===== config.mk =====
export PLATFORM = sky130hd
export DESIGN_NAME = rv32_bus_arbiter
export DESIGN_NICKNAME = d
export VERILOG_FILES = /design/src/rtl/rv32_bus_arbiter.sv
export SDC_FILE = /design/constraint.sdc
export NUM_CORES = 1
export LEC_CHECK = 0
export BUFFER_PORTS_ARGS = -buffer_cell sky130_fd_sc_hd__buf_2
export CAP_MARGIN = 20
export CORE_AREA = 5 5 105 107
export DETAILED_ROUTE_END_ITERATION = 8
export DIE_AREA = 0 0 110 112
export PLACE_DENSITY = 0.62
export SKIP_LAST_GASP = 1
export SYNTH_ARGS = -nofsm -noshare
export SYNTH_HDL_FRONTEND = slang
export SYNTH_SLANG_ARGS = --single-unit

===== constraint.sdc =====
create_clock -name clk -period 3.2 [get_ports clk]
set_clock_uncertainty 0.2 [all_clocks]
set_input_delay 0.32 -clock clk [delete_from_list [all_inputs] [get_ports clk]]
set_output_delay 0.32 -clock clk [all_outputs]
set_load 0.01 [all_outputs]

===== src/rtl/rv32_bus_arbiter.sv =====
`default_nettype none
// ============================================================================
// Module   : rv32_bus_arbiter
// Purpose  : Shares one external memory bus between the fetch and memory-stage
//            ports. Holds the grant until completion; a watchdog turns a hung
//            transfer into a fault. Optional macro: RV32_ARB_ROUND_ROBIN_EN.
// Revision : 1.0 - initial release
// ============================================================================
module rv32_bus_arbiter #(
  parameter int TIMEOUT_CYCLES = 255
) (
  input  logic        clk,
  input  logic        reset,
  input  logic        instr_read_in,
  input  logic [31:0] instr_address_in,
  output logic [31:0] instr_read_value_out,
  output logic        instr_ready_out,
  output logic        instr_fault_out,
  input  logic        data_read_in,
  input  logic        data_write_in,
  input  logic [31:0] data_address_in,
  input  logic [3:0]  data_write_mask_in,
  input  logic [31:0] data_write_value_in,
  output logic [31:0] data_read_value_out,
  output logic        data_ready_out,
  output logic        data_fault_out,
  output logic [31:0] address_out,
  output logic        read_out,
  output logic        write_out,
  output logic [3:0]  write_mask_out,
  output logic [31:0] write_value_out,
  input  logic [31:0] read_value_in,
  input  logic        ready_in
);

  typedef enum logic [1:0] {
    IDLE  = 2'd0,
    INSTR = 2'd1,
    DATA  = 2'd2
  } state_t;

  localparam logic [15:0] TIMEOUT_LIMIT = 16'(TIMEOUT_CYCLES);

  state_t      state, state_next;
  logic [15:0] counter, counter_next;
  logic        data_req;
  logic        grant_data;
  logic        own_instr, own_data;
  logic        done, fault;

  assign data_req = data_read_in | data_write_in;

`ifdef RV32_ARB_ROUND_ROBIN_EN
  // last_grant_data = 0 means the instruction port completed most recently.
  logic last_grant_data;

  assign grant_data = data_req & (~instr_read_in | ~last_grant_data);

  always_ff @(posedge clk) begin
    if (reset) begin
      last_grant_data <= 1'b0;
    end else if (done) begin
      last_grant_data <= own_data;
    end
  end
`else
  assign grant_data = data_req;
`endif

  always_comb begin
    state_next   = state;
    counter_next = counter;
    own_instr    = 1'b0;
    own_data     = 1'b0;
    done         = 1'b0;
    fault        = 1'b0;
    case (state)
      IDLE: begin
        own_data  = grant_data;
        own_instr = ~grant_data & instr_read_in;
        if (own_instr | own_data) begin
          if (ready_in) begin
            done = 1'b1;
          end else begin
            state_next   = own_data ? DATA : INSTR;
            counter_next = 16'd1;
          end
        end
      end
      INSTR, DATA: begin
        own_instr = (state == INSTR) & instr_read_in;
        own_data  = (state == DATA) & data_req;
        if (!(own_instr | own_data)) begin
          // Requester withdrew: silent abort, no completion pulse.
          state_next   = IDLE;
          counter_next = 16'd0;
        end else if (ready_in) begin
          done = 1'b1;
        end else if (counter == TIMEOUT_LIMIT) begin
          done  = 1'b1;
          fault = 1'b1;
        end else if (counter != 16'hFFFF) begin
          counter_next = counter + 16'd1;
        end
      end
      default: begin
        state_next   = IDLE;
        counter_next = 16'd0;
      end
    endcase
    if (done) begin
      state_next   = IDLE;
      counter_next = 16'd0;
    end
  end

  always_ff @(posedge clk) begin
    if (reset) begin
      state   <= IDLE;
      counter <= 16'd0;
    end else begin
      state   <= state_next;
      counter <= counter_next;
    end
  end

  always_comb begin
    address_out          = 32'd0;
    read_out             = 1'b0;
    write_out            = 1'b0;
    write_mask_out       = 4'd0;
    write_value_out      = 32'd0;
    instr_read_value_out = 32'd0;
    instr_ready_out      = 1'b0;
    instr_fault_out      = 1'b0;
    data_read_value_out  = 32'd0;
    data_ready_out       = 1'b0;
    data_fault_out       = 1'b0;
    if (!reset) begin
      if (own_instr) begin
        address_out = instr_address_in;
        read_out    = ~fault;
      end else if (own_data) begin
        address_out     = data_address_in;
        read_out        = data_read_in & ~fault;
        write_out       = data_write_in & ~fault;
        write_mask_out  = data_write_mask_in;
        write_value_out = data_write_value_in;
      end
      instr_ready_out      = own_instr & done;
      instr_fault_out      = own_instr & fault;
      instr_read_value_out = (own_instr & fault) ? 32'd0 : read_value_in;
      data_ready_out       = own_data & done;
      data_fault_out       = own_data & fault;
      data_read_value_out  = (own_data & fault) ? 32'd0 : read_value_in;
    end
  end

endmodule
`default_nettype wire


After elaboration in Yosys (flattened, before gate mapping):

Index checks and enable logic that the tools add are counted.

* output and inout bits: 138
* input port bits: 138
* logic and storage cells: 78
* bits in registers: 18

* add/subtract/negate cells: 1
* eq/ne operators: 10
* muxes and demuxes: 46
* bitwise logic cells: 14
* reduce and logical (&&, ||, !) cells: 5

Operator list (count)
* two-way mux 32 bit: 10
* two-way mux 16 bit: 6
* case mux 16 bit (2 select lines): 1
* two-way mux 1 bit: 18
* adder 16 x 1 -> 16 bit, second input constant: 1
* equality test 16 x 8 -> 1 bit, second input constant: 1
* inequality test 16 bit, second input constant: 1
* two-way mux 4 bit: 3
* AND 1 bit: 9
* inequality test 3 bit, second input constant: 3
* two-way mux 2 bit: 4
* inequality test 2 bit, second input constant: 3
* case mux 1 bit (2 select lines): 3
* AND reduction 5 bit: 1
* case mux 2 bit (2 select lines): 1
* OR reduction 2 bit: 2
* bitwise OR 1 bit: 3
* AND reduction 3 bit: 1
* equality test 2 x 1 -> 1 bit, second input constant: 1
* equality test 2 bit, second input constant: 1
* logical NOT 2 bit: 1
* inverter 1 bit: 2

Longest topological paths before layout:

* word-level depth: 10
* mapped depth: 10
* depth with buffers taken out: 7

Worst setup path after synthesis:

OpenSTA, ideal clock, no wires.

* path type: reg2out
* from: register state[0]
* to: output port data_read_value_out[10]
* cell stages (with the launch flop): 11
* path buffers: 3
* data arrival time: 2.028 ns
* data required time: 2.680 ns
* setup slack: 0.652 ns
* cells stage by stage: dfxtp_1 -> inv_1 -> ha_1 -> nand3_1 -> and2_1 -> buf_4 -> or4_1 -> buf_4 -> nor2_8 -> buf_6 -> nor2_1

* longest elaborated chain between the ends: 8
* elaborated cells on any way between the ends: 13
* classes of those cells: eq/ne: 2; mux: 5; bitwise: 4; reduce/logical: 2

Ends and longest elaborated chain
* start, declared: line 44 `state_t state, state_next;`
* start signal, assigned: line 122 `state <= state_next;`
* equality test 2 x 1 -> 1 bit or equality test 2 bit (tied branches): line 77, 91, 92
* AND 1 bit (on tied branches): line 91, 92
* bitwise OR 1 bit: line 93 `if (!(own_instr | own_data)) begin`
* two-way mux 1 bit: line 93
* two-way mux 1 bit: line 77 `case (state)`
* AND 1 bit *: line 155 `data_read_value_out = (own_data & fault) ? 32'd0 : read_value_in;`
* two-way mux 32 bit *: line 155
* two-way mux 32 bit *: line 139 `if (!reset) begin`
* end, declared: line 24 `output logic [31:0] data_read_value_out,`

Every way passes the cells marked *; elsewhere a longest branch is shown, timed or not.

Final worst setup path:

* from: register state[1]
* to: output port instr_read_value_out[9]

* longest elaborated chain between the ends: 8
* elaborated cells on any way between the ends: 13
* classes of those cells: eq/ne: 2; mux: 5; bitwise: 4; reduce/logical: 2

Ends and longest elaborated chain
* equality test 2 x 1 -> 1 bit or equality test 2 bit (tied branches): line 77, 91, 92
* AND 1 bit (on tied branches): line 91, 92
* bitwise OR 1 bit: line 93
* two-way mux 1 bit: line 93
* two-way mux 1 bit: line 77
* AND 1 bit *: line 152 `instr_read_value_out = (own_instr & fault) ? 32'd0 : read_value_in;`
* two-way mux 32 bit *: line 152
* two-way mux 32 bit *: line 139
* end, declared: line 16 `output logic [31:0] instr_read_value_out,`

Marks and branches as above.

==> metrics.csv <==
stage,metric,value,unit
status,outcome,"finished, final reports clean",
yosys,register area share after synthesis,0.138,
detailed_routing,vias post-DR,3943,
sta,Setup TNS,0,ps
clock_network,deepest clock path buffer count,2,
grt,gr ovfl total,0,
detailed_routing,Via density,4.87,
clock_network,clock root cell,clkbuf_8,
sta,count of final hold-check violations,0,
detailed_routing,drt first pass iters,5,
floorplanning,CORE AREA,10000,um^2
placed_design,dpl ws,266,ps
sta,setup ws final,119,ps
critical_path,startpoint types,register,
sta,Slew HR,0.604,
yosys,synth warn,0,
critical_path,"Req. time, crit path",2680,ps
power_and_ir_drop,Pwr Total,0.000949,W
critical_path,Critical Path Fanout Max,16,
layout,"most common cell after layout, fill and taps aside",buf_2,
clock_network,CTS tree,done,
clock_network,"CTS clk-pin slew, worst paths",70,ps
floorplanning,chip width,110,um
layout,most frequent cells in the layout,"275 x buf_2, 71 x nor2_1, 51 x a21oi_1",
hold_path,Worst Hold Class,in -> reg,
sta,post-route clock period utilization,0.963,
grt,pin count of the biggest net entering global routing,71,
layout,fin nets,817,
grt,wire length of the first global-routing pass,19100,um
flow_run,max-cap check violation count,0,
sta,measured slew at the worst slew-check pin,595,ps
grt,total global-route track usage,0.192,
sta,f_max,325,MHz
detailed_routing,final WL,12900,um
clock_network,cts bufs inserted,3,
layout,Fillers,1141,
grt,number of antenna violations at the first check in global routing,1,
power_and_ir_drop,Leakage,2.22,nW
yosys,number of synthesized flops with an enable pin,0,
yosys,leading area contributor after synthesis,dfxtp_1,
yosys,register bit total from synthesis,18,
power_and_ir_drop,Pwr Density,231,nW/um^2
yosys,Syn Area/Cell,6.24,um^2
yosys,"Cell Area, Synth",2610,um^2
sta,RSZ-0062 raised after global routing,false,
layout,Synth-to-Final Area Change,57.4,%
clock_network,Worst-Skew Late Latency,260,ps
floorplanning,die height,112,um
yosys,synthesized net count,562,
detailed_routing,DRC viols,0,
layout,share of layout cells above drive strength 1,0.458,
power_and_ir_drop,Max VDD drop,0.116,mV
placed_design,Final GP Congestion,0.863,
sta,worst hold margin,254,ps
detailed_routing,Routed wire per std cell,16.0,um
detailed_routing,initial DRC count,332,
sta,fin. max-slew vios,0,
floorplanning,# rows,37,
yosys,area share of the largest cell type after synthesis,0.138,
placed_design,port buffer count,275,
critical_path,Critical Path End Type,output pin,
clock_network,clock sinks,18,
floorplanning,Top Ports,276,
yosys,Post-synth ARST share,0,
sta,Tmin final,3080,ps
sta,final setup fails,0,
yosys,Synth cell types,46,
placed_design,detailed-placement wirelength estimate,10500,um
detailed_routing,Final ANT Viol Nets,0,
grt,vias in the first global route,3707,
critical_path,"Worst Path Class, Setup",reg -> out,
floorplanning,die area,12300,um^2
clock_network,H-Tree Depth,1,
yosys,Synth Flop Type,dfxtp_1,
yosys,Post-Syn Instances,419,
yosys,synth top area cells,"dfxtp_1 14%, nor2_1 10%, a21oi_1 9.8%, and2_1 9.1%, nand3_1 7.9%",
floorplanning,starting density of the core,0.260,
layout,Final Util,0.409,
critical_path,CP arrival,2560,ps
## power by group
part | total (W) | internal, W | switching [W]
registers | 0.000231 | 0.000227 | 0.00000436
clock network | 0.000195 | 0.000110 | 0.0000856
logic | 0.000522 | 0.000228 | 0.000294
total | 0.000949 | 0.000565 | 0.000384
## kinds of logic after synthesis
| logic type | after synthesis | synth area share |
|---|---|---|
| flops | 18 | 0.138 |
| buf+inv | 42 | 0.0967 |
| compound gates | 84 | 0.201 |
| simple gates | 270 | 0.540 |
| fa+ha+maj | 5 | 0.0239 |
## per-layer routing
layer,track usage,up-vias,part of all wire
li1,-,1952,-
met1,0.228,1774,0.39
met2,0.324,195,0.49
met3,0.0522,22,0.089
met4,0.0732,0,0.029
met5,0,-,0
## repair_timing
action                     in CTS  in global routing
gates cloned                    1                  1
buffers inserted                0                  1
pin swaps                       0                  1
hold buffers                    0                  0
setup endpoints to repair      63                 32
gates resized for setup         1                  0
hold endpoints to repair        0                  0
## area by class of cell
cell class | instances | area (um^2) | share of cell area
Tap cell | 136 | 170 | 0.0414
Sequential cell | 18 | 360 | 0.0876
Inverter | 4 | 15.0 | 0.00365
Clock buffer | 4 | 55.1 | 0.0134
Antenna cell | 1 | 2.50 | 0.000609
Timing Repair Buffer | 286 | 1470 | 0.358
Multi-Input combinational cell | 361 | 2040 | 0.495
## worst max-delay path, stage by stage, from the launching register on
cell and delay [ps]:
dfxtp_1 390, inv_1 90, ha_1 320, nand3_1 110, and2_1 190, or4_4 550, nor2_4 380, nor2_1 100
buf_2 150
## registers in the layout, indices dropped and copies added, names as in the netlist
signal   count
state        2
counter     16
## worst paths after layout
kind | slack (ps) | cells past startpoint | endpoint | start
worst max-delay path | 120 | 8 | instr_read_value_out[9] | state[1]
worst min-delay path | 250 | 4 | state[0] | data_write_in
worst max register to register | 810 | 7 | counter[13] | counter[0]
worst min register to register | 300 | 2 | state[0] | state[0]
## metrics by stage
step	cells	cell area, um^2
finish	810	4110
global route	810	4110
CTS	807	4080
detailed placement	802	4010
global placement	802	4010
floorplan	419	2610
## Yosys cell counts (3+ instances only)
| cell | instances |
|---|---|
| a21oi_1 | 51 |
| a31oi_1 | 5 |
| or4_1 | 3 |
| and2_1 | 38 |
| and3_1 | 5 |
| nand4_1 | 5 |
| nor2_1 | 71 |
| a311oi_1 | 11 |
| buf_2 | 4 |
| nand3_1 | 41 |
| o21ai_0 | 5 |
| dfxtp_1 | 18 |
| nor3_1 | 10 |
| nand2_1 | 49 |
| buf_6 | 10 |
| nand2b_1 | 32 |
| clkbuf_1 | 19 |
| ha_1 | 5 |
| inv_1 | 4 |
No activity file was read; power rests on OpenSTA's default activity.
